### config.mk
export PLATFORM = sky130hd
export DESIGN_NAME = shift_add_multiplier
export DESIGN_NICKNAME = d
export VERILOG_FILES = /design/src/rtl/mult_pkg.sv /design/src/rtl/ripple_carry_adder.sv /design/src/rtl/shift_add_multiplier.sv
export SDC_FILE = /design/constraint.sdc
export NUM_CORES = 1
export LEC_CHECK = 0
export CAP_MARGIN = 20
export CORE_UTILIZATION = 40
export CTS_CLUSTER_DIAMETER = 120
export DETAILED_ROUTE_END_ITERATION = 10
export PLACE_DENSITY_LB_ADDON = 0.3
export SETUP_SLACK_MARGIN = 0.05
export SYNTH_ARGS = -nofsm -noshare
export SYNTH_HDL_FRONTEND = slang
export SYNTH_SLANG_ARGS = --single-unit
### constraint.sdc
create_clock -name clk -period 2.44 [get_ports clk]
set_input_delay 0.61 -clock clk [delete_from_list [all_inputs] [get_ports clk]]
set_output_delay 0.61 -clock clk [all_outputs]
set_load 0.03 [all_outputs]
### src/rtl/mult_pkg.sv
// Shared types and constants for the shift-add multiplier.
package mult_pkg;

    localparam int MULT_WIDTH_DEFAULT = 4;

    typedef enum logic [1:0] {
        IDLE = 2'd0,
        CALC = 2'd1,
        DONE = 2'd2
    } mult_state_e;

endpackage

### src/rtl/ripple_carry_adder.sv
// WIDTH-bit ripple-carry adder built from per-bit full-adder cells.
module ripple_carry_adder #(
    parameter int WIDTH = 4
) (
    input  logic [WIDTH-1:0] a,
    input  logic [WIDTH-1:0] b,
    input  logic             cin,
    output logic [WIDTH-1:0] sum,
    output logic             cout
);

    logic [WIDTH:0] c;

    assign c[0] = cin;

    for (genvar i = 0; i < WIDTH; i++) begin : g_bit
        assign sum[i]  = a[i] ^ b[i] ^ c[i];
        assign c[i+1]  = (a[i] & b[i]) | (c[i] & (a[i] ^ b[i]));
    end

    assign cout = c[WIDTH];

endmodule

### src/rtl/shift_add_multiplier.sv
// Sequential unsigned shift-add multiplier (one multiplier bit per CALC cycle).
// Optional SHIFT_ADD_MULT_EARLY_EXIT_EN: stop once the remaining multiplier bits are zero.
module shift_add_multiplier
    import mult_pkg::*;
#(
    parameter int WIDTH = MULT_WIDTH_DEFAULT
) (
    input  logic               clk,
    input  logic               rst,
    input  logic               start,
    input  logic [WIDTH-1:0]   a,
    input  logic [WIDTH-1:0]   b,
    output logic [2*WIDTH-1:0] product,
    output logic               busy,
    output logic               done
);

    localparam int CNT_W = $clog2(WIDTH + 1);
    localparam logic [CNT_W-1:0] LAST = CNT_W'(WIDTH - 1);

    mult_state_e         state;
    logic [WIDTH-1:0]    a_reg;
    logic [WIDTH-1:0]    acc;
    logic [WIDTH-1:0]    mq;
    logic [CNT_W-1:0]    cnt;

    logic [WIDTH-1:0]    addend;
    logic [WIDTH-1:0]    sum;
    logic                carry;
    logic [2*WIDTH:0]    cat;
    logic [2*WIDTH-1:0]  shifted;
    logic [2*WIDTH-1:0]  next_am;
    logic                exit_now;

    assign addend = mq[0] ? a_reg : '0;

    ripple_carry_adder #(
        .WIDTH (WIDTH)
    ) u_adder (
        .a    (acc),
        .b    (addend),
        .cin  (1'b0),
        .sum  (sum),
        .cout (carry)
    );

    // Carry-out enters at the top so the full (C,ACC,MQ) word shifts as one.
    assign cat     = {carry, sum, mq};
    assign shifted = cat[2*WIDTH:1];

`ifdef SHIFT_ADD_MULT_EARLY_EXIT_EN
    logic [CNT_W-1:0]    remain;
    logic [WIDTH-2:0]    rem_mask;

    assign remain = LAST - cnt;

    always_comb begin
        rem_mask = '0;
        for (int j = 0; j < WIDTH - 1; j++) begin
            rem_mask[j] = (j < int'(remain));
        end
    end

    // Unprocessed multiplier bits sit in mq[remain:1]; zeros there only shift.
    assign exit_now = (cnt == LAST) || ((mq[WIDTH-1:1] & rem_mask) == '0);
    assign next_am  = exit_now ? (shifted >> remain) : shifted;
`else
    assign exit_now = (cnt == LAST);
    assign next_am  = shifted;
`endif

    always_ff @(posedge clk or posedge rst) begin
        if (rst) begin
            state   <= IDLE;
            a_reg   <= '0;
            acc     <= '0;
            mq      <= '0;
            cnt     <= '0;
            product <= '0;
            busy    <= 1'b0;
            done    <= 1'b0;
        end else begin
            case (state)
                IDLE, DONE: begin
                    done <= 1'b0;
                    if (start) begin
                        a_reg <= a;
                        mq    <= b;
                        acc   <= '0;
                        cnt   <= '0;
                        busy  <= 1'b1;
                        state <= CALC;
                    end else begin
                        state <= IDLE;
                    end
                end
                CALC: begin
                    {acc, mq} <= next_am;
                    cnt       <= cnt + 1'b1;
                    if (exit_now) begin
                        product <= next_am;
                        busy    <= 1'b0;
                        done    <= 1'b1;
                        state   <= DONE;
                    end
                end
                default: begin
                    busy  <= 1'b0;
                    done  <= 1'b0;
                    state <= IDLE;
                end
            endcase
        end
    end

endmodule
# == Word level (Yosys, flattened, before mapping) ==
# Cells that the tools add are included.
# Widths: inputs -> output; s select.
# classes
n_bitwise,17
n_reduce_logical,7
eq_ne,5
n_mux,15
n_addsub,1
# op_table
op,n
$pmux 4 s2,2
$mux 4,3
$reduce_and 2->1,4
$and 1x1->1,7
$xor 1x1->1,7
$pmux 3 s2,1
$mux 1,5
$ne 2x2->1 const B,2
$pmux 2 s2,1
$add 3x1->3 const B,1
$eq 3x2->1 const B,1
$mux 3,1
$or 1x1->1,3
$eq 2x1->1 const B,1
$eq 2x2->1 const B,1
$logic_not 2->1,1
$mux 2,1
$pmux 1 s2,1
$reduce_bool 2->1,1
$reduce_or 2->1,1
# totals
register_bits,27
elab_cells,53
in_bits,11

# == Longest topological paths before layout ==
# Gate-level depths: netlist of the first run.
# logic_depth
word_depth,9
depth_mapped,7
ltp_nobuf,7

# == Cells and area by module ==
# Synthesis of the first run repeated with hierarchy kept, for this count alone.
# hier_totals
cells_unflattened,96
hier_area_um2,1271.2
# modules_own_cells
mod,n_inst,cells_each,area_per_inst_um2,seq_area_each_um2
shift_add_multiplier,1,82,1153.6,650.6
ripple_carry_adder,1,14,117.6,0.0

# == Least setup slack after synthesis of the first run ==
# OpenSTA, ideal clock, no wires.
# synth_path
kind,register to register
from,register mq[0]
to,register product[6]
slack_ns,0.327
required_time_ns,2.314
setup_time_ns,0.126
stages_incl_launch_ff,8
arrival_ns,1.986
path_cell_list,dfrtp_1 -> and2_1 -> ha_1 -> inv_1 -> fa_1 -> fa_1 -> fa_1 -> o21ai_0
# synth_between
elab_chain_cells,7
word_cells_on_any_way,12
cone_classes,mux: 1; bitwise: 11
# synth_rtl
element,line_no,source
from (decl),shift_add_multiplier.sv:24,logic [WIDTH-1:0] mq;
from (signal assigned),shift_add_multiplier.sv:98,"{acc, mq} <= next_am;"
$mux 4 *,shift_add_multiplier.sv:35,assign addend = mq[0] ? a_reg : '0;
$and 1x1->1 / $xor 1x1->1 (equally long branches),ripple_carry_adder.sv:18,assign c[i+1] = (a[i] & b[i]) | (c[i] & (a[i] ^ b[i]));
$and 1x1->1,ripple_carry_adder.sv:18,
$or 1x1->1,ripple_carry_adder.sv:18,
$and 1x1->1,ripple_carry_adder.sv:18,
$or 1x1->1,ripple_carry_adder.sv:18,
$xor 1x1->1 *,ripple_carry_adder.sv:17,assign sum[i] = a[i] ^ b[i] ^ c[i];
to (signal assigned),shift_add_multiplier.sv:101,product <= next_am;
to (decl),shift_add_multiplier.sv:13,"output logic [2*WIDTH-1:0] product,"
# Mark *: on every way between the ends. The rest lies on a longest branch, timed or not.
# A chain may end at the register's enable or synchronous reset.

# == Final worst setup path of the first run ==
# layout_path
from,register done
to,output port done
# layout_lines
element,line_no,source
from (decl),shift_add_multiplier.sv:15,output logic done
from (signal assigned),shift_add_multiplier.sv:81,done <= 1'b0;
from (signal assigned),shift_add_multiplier.sv:85,done <= 1'b0;
from (signal assigned),shift_add_multiplier.sv:103,done <= 1'b1;
# No word-level cell between the ends.

==> report_table.html, run 1 <==
<table>
<tr><th>Metric</th><th>Value</th></tr>
<tr><th colspan="2">Setup path</th></tr>
<tr><td>Cells traversed along the worst timing path</td><td>clkdlybuf4s50_1</td></tr>
<tr><td>Kind of capture point of the worst setup path</td><td>output port</td></tr>
<tr><td>Crit-path slowest cell</td><td>sky130_fd_sc_hd__clkdlybuf4s50_1</td></tr>
<tr><td>Buffering stage count on the worst path with inverters included</td><td>1</td></tr>
<tr><td>Kind of start point of the critical path</td><td>flip-flop</td></tr>
<tr><td>Largest fanout on the critical path</td><td>9</td></tr>
<tr><td>Required arrival time at the worst endpoint</td><td>1.83 ns</td></tr>
<tr><td>Highest cell delay on the worst timing path</td><td>0.75 ns</td></tr>
<tr><td>CP arrival</td><td>1.67 ns</td></tr>
<tr><td>Critical path class</td><td>reg2out</td></tr>
<tr><td>Cell family contributing the most delay on the critical path</td><td>buffers and inverters</td></tr>
<tr><th colspan="2">Drt</th></tr>
<tr><td>DR DRC count</td><td>0</td></tr>
<tr><td>Vias per cell</td><td>5.16</td></tr>
<tr><td>Routed via count</td><td>821</td></tr>
<tr><td>Wirelength per Cell</td><td>13.4 um</td></tr>
<tr><td>Number of iterations in the first detailed-routing pass</td><td>4</td></tr>
<tr><td>Antenna-violating nets left</td><td>0</td></tr>
<tr><td>DRC marker count from the first detailed-route iteration</td><td>9</td></tr>
<tr><td>Total Routed Length</td><td>2130 um</td></tr>
<tr><th colspan="2">Finish</th></tr>
<tr><td>N_diodes</td><td>0</td></tr>
<tr><td>Fraction of layout instances using a drive strength above 1</td><td>10.9%</td></tr>
<tr><td>Layout filler cell count</td><td>268</td></tr>
<tr><td>Fin nets</td><td>146</td></tr>
<tr><td>FF+latch area</td><td>651 um2</td></tr>
<tr><td>Largest register by flop count</td><td>product</td></tr>
<tr><td>Largest register FFs</td><td>8</td></tr>
<tr><td>Area growth, synth to finish</td><td>20.7%</td></tr>
<tr><td>Cell Count, Final, Fillers Out</td><td>159</td></tr>
<tr><td>Area taken by multi-input logic gates</td><td>499 um2</td></tr>
<tr><th colspan="2">Timing</th></tr>
<tr><td>Number of hold-slack violations in the final timing report</td><td>0</td></tr>
<tr><td>TNS Setup</td><td>0 ns</td></tr>
<tr><td>Unrepaired setup endpoints after global routing</td><td>false</td></tr>
<tr><td>Min Tclk post-route</td><td>2.28 ns</td></tr>
<tr><td>Number of failing setup endpoints in the final timing report</td><td>0</td></tr>
<tr><td>Final critical-path share of the clock period</td><td>93.5%</td></tr>
<tr><td>Measured slew at the worst slew-check pin</td><td>0.453 ns</td></tr>
<tr><td>Maximum operating frequency</td><td>438 MHz</td></tr>
<tr><td>Number of max-slew violations in the final report</td><td>0</td></tr>
<tr><td>Skew final</td><td>0.00246 ns</td></tr>
<tr><td>Worst slew slack as a fraction of its limit</td><td>69.8%</td></tr>
<tr><th colspan="2">Power and ir drop</th></tr>
<tr><td>VDD IR max</td><td>558 uV</td></tr>
<tr><td>Net switching power figure</td><td>748 uW</td></tr>
<tr><td>Leakage power summed over all cells</td><td>0.659 nW</td></tr>
<tr><td>Proportion of power drawn by flip-flops and latches</td><td>41.9%</td></tr>
<tr><td>Logic pwr share</td><td>46.6%</td></tr>
<tr><td>Overall power</td><td>1.88 mW</td></tr>
<tr><td>Int Power</td><td>1.13 mW</td></tr>
<tr><td>Net switching share of the total power</td><td>39.8%</td></tr>
<tr><td>Relative contribution of the clock network to total power</td><td>11.5%</td></tr>
<tr><td>Pwr Density</td><td>1280 nW/um2</td></tr>
<tr><th colspan="2">GRT</th></tr>
<tr><td>Total congestion overflow after global routing</td><td>0</td></tr>
<tr><td>Via count of the first global-routing pass</td><td>838</td></tr>
<tr><td>Initial antenna violation count</td><td>0</td></tr>
<tr><td>Maximum number of pins on one net before global-route repair</td><td>27</td></tr>
<tr><td>Overall fraction of global-route tracks in use</td><td>15.0%</td></tr>
<tr><td>First-pass GRT wire length</td><td>3730 um</td></tr>
<tr><th colspan="2">Clock tree</th></tr>
<tr><td>TritonCTS clock tree</td><td>yes</td></tr>
<tr><td>CTS H-Tree Depth</td><td>1</td></tr>
<tr><td>Setup Buffers After CTS</td><td>0</td></tr>
<tr><td>Clock Tree Root</td><td>sky130_fd_sc_hd__clkbuf_4</td></tr>
<tr><td>Insertion delay of the later-clocked pin in the worst-skew pair</td><td>0.32 ns</td></tr>
<tr><td>Gates resized, CTS repair</td><td>0</td></tr>
<tr><td>Number of CTS-inserted buffers</td><td>3</td></tr>
<tr><td>Hold buffers post-CTS</td><td>0</td></tr>
<tr><td>Number of buffers between clock root and the deepest sink</td><td>2</td></tr>
<tr><td>CTS clk-pin slew, worst paths</td><td>0.13 ns</td></tr>
<tr><td>CTS sink count</td><td>26</td></tr>
<tr><th colspan="2">Logic synthesis</th></tr>
<tr><td>Syn. warnings</td><td>0</td></tr>
<tr><td>Top cells by area in the synthesized netlist</td><td>sky130_fd_sc_hd__dfrtp_1 (54%), sky130_fd_sc_hd__nand2_1 (6.5%), sky130_fd_sc_hd__fa_1 (4.9%)</td></tr>
<tr><td>Flip-flop and latch count after synthesis</td><td>26</td></tr>
<tr><td>Syn_nets</td><td>124</td></tr>
<tr><td>Synth top area share</td><td>53.6%</td></tr>
<tr><td>Post-synthesis instance total</td><td>107</td></tr>
<tr><td>Count of different cell masters after synthesis</td><td>30</td></tr>
<tr><td>Post-synthesis sequential area ratio</td><td>53.6%</td></tr>
<tr><td>Cell area after synthesis</td><td>1210 um2</td></tr>
<tr><td>Average cell area after synthesis</td><td>11.4 um2</td></tr>
<tr><td>Library cell occupying the most area in the post-synthesis netlist</td><td>sky130_fd_sc_hd__dfrtp_1</td></tr>
<tr><th colspan="2">Floorplan</th></tr>
<tr><td>Vert. Die Dim</td><td>57.1 um</td></tr>
<tr><td>Die area</td><td>3260 um2</td></tr>
<tr><td>I/O pin cnt</td><td>21</td></tr>
<tr><td>Starting Density</td><td>43.3%</td></tr>
<tr><td>Die width</td><td>57.1 um</td></tr>
<tr><td>Core area</td><td>2810 um2</td></tr>
<tr><td>Rows</td><td>19</td></tr>
<tr><th colspan="2">Placement</th></tr>
<tr><td>Number of cells after detailed placement</td><td>155</td></tr>
<tr><td>Port Buffers</td><td>20</td></tr>
<tr><td>Gpl congestion</td><td>0.758</td></tr>
<tr><td>Detailed Place HPWL</td><td>1600 um</td></tr>
<tr><th colspan="2">Hold path</th></tr>
<tr><td>Type of the tightest min-delay check</td><td>reg2reg</td></tr>
<tr><th colspan="2">Flow run</th></tr>
<tr><td>Max Cap Viol</td><td>0</td></tr>
<tr><th colspan="2">Status</th></tr>
<tr><td>Result of the run</td><td>finished clean</td></tr>
</table>
## power by group through the flow
stage	clock, mW	combinational (mW)	sequential, mW
2_1_floorplan	0	0.536	0.872
3_3_place_gp	0	0.867	0.789
3_5_place_dp	0	0.884	0.799
4_1_cts	0.224	0.885	0.791
5_1_grt	0.244	0.975	0.822
6_report	0.215	0.876	0.787
## cell families (layout without fill, tap and decap cells)
family,count (synthesis),after routing,share of synthesized area [%]
AOI/OAI and AO/OA,19,19,10.7
xor gates and xnor gates,1,1,0.721
adders and majority gates,6,6,8.03
buffers and inverters,12,33,5.36
DFF,26,26,53.6
muxes,7,7,6.59
and+or+nand+nor,36,36,15.0
## cell type report
| type | count | area share [%] |
|---|---|---|
| clock buffers | 4 | 2.47 |
| inverters | 7 | 1.79 |
| multi-input cells | 69 | 34.0 |
| flip-flops and latches | 26 | 44.4 |
| well taps | 31 | 2.65 |
| repair buffers | 22 | 14.7 |
## through the flow
step	hold WS, ns	instance area, um2	utilization [%]	setup slack [ns]
detailed placement	0.469	1430	51.0	0.209
finish	0.491	1470	52.3	0.158
global placement	0.452	1430	51.0	0.288
floorplan	0.437	1210	-	0.327
CTS	0.501	1470	52.3	0.148
global route	0.528	1470	52.3	0.0648
## per-layer routing
layer	wire length [um]	global-route usage, %
met3	75	2.49
met1	992	19.5
met4	17	5.23
met5	0	0
met2	1040	25.5
## placed cells by master (no fill, tap or decap), types with 2 or more instances in the layout
cell                              count
sky130_fd_sc_hd__nor2_1               4
sky130_fd_sc_hd__o2bb2ai_1            5
sky130_fd_sc_hd__a211oi_1             2
sky130_fd_sc_hd__nor2b_1              3
sky130_fd_sc_hd__mux2i_1              2
sky130_fd_sc_hd__ha_1                 3
sky130_fd_sc_hd__dfrtp_1             26
sky130_fd_sc_hd__o21ai_0              6
sky130_fd_sc_hd__fa_1                 3
sky130_fd_sc_hd__a22o_1               2
sky130_fd_sc_hd__mux2_2               4
sky130_fd_sc_hd__clkbuf_4             3
sky130_fd_sc_hd__buf_4                2
sky130_fd_sc_hd__nand2_1             21
sky130_fd_sc_hd__clkdlybuf4s50_1     20
sky130_fd_sc_hd__inv_1                7
sky130_fd_sc_hd__a21oi_1              2
## path summary, 6_finish.rpt
path / startpoint / endpoint / slack, ns / cells past startpoint
max: done / done / 0.16 / 1
min: product[5] / product[5] / 0.49 / 2
max reg2reg: mq[0] / product[6] / 0.22 / 7
min reg2reg: product[5] / product[5] / 0.49 / 2
max in group asynchronous: rst / state[0] / 1.57 / 3
min in group asynchronous: rst / product[6] / 0.63 / 3
## Yosys cell counts, drive strengths merged
master and count:
nand2b 2, mux2i 2, and2 1, o21ai 6, a22o 2, a211oi 2
nand2 21, o2bb2ai 5, nor2b 3, a21oi 2, a22oi 1, nor2 5
dfrtp 26, fa 3, nor3 1, inv 7, ha 3, clkbuf 2
nand3 1, and2b 1, buf 3, nand3b 1, mux2 5, xnor2 1
o22ai 1
No activity file was read; power rests on OpenSTA's default activity.
==> run 2, diff against run 1 <==
- HOLD_SLACK_MARGIN: not set -> 0.02
==> results of run 2 <==
The final DEF is identical to that of run 1; final timing and power are the same.
==> run 3, diff against run 2 <==
--- a/constraint.sdc
+++ b/constraint.sdc
@@ -3,2 +3,2 @@
 set_output_delay 0.61 -clock clk [all_outputs]
-set_load 0.03 [all_outputs]
+set_load 0.02 [all_outputs]
==> results of run 3 <==
Same layout as run 1 (identical final DEF). Status: finished clean.
Among the figures that moved: clock-pin slew on the worst setup and hold paths 0.13 ns -> 0.14 ns; setup slack after layout 0.158 ns -> 0.216 ns; start point of the critical path done -> mq[0]; end point of the critical path done -> product[6]; total power 1.88 mW -> 1.82 mW; worst IR drop on VDD 558 uV -> 536 uV
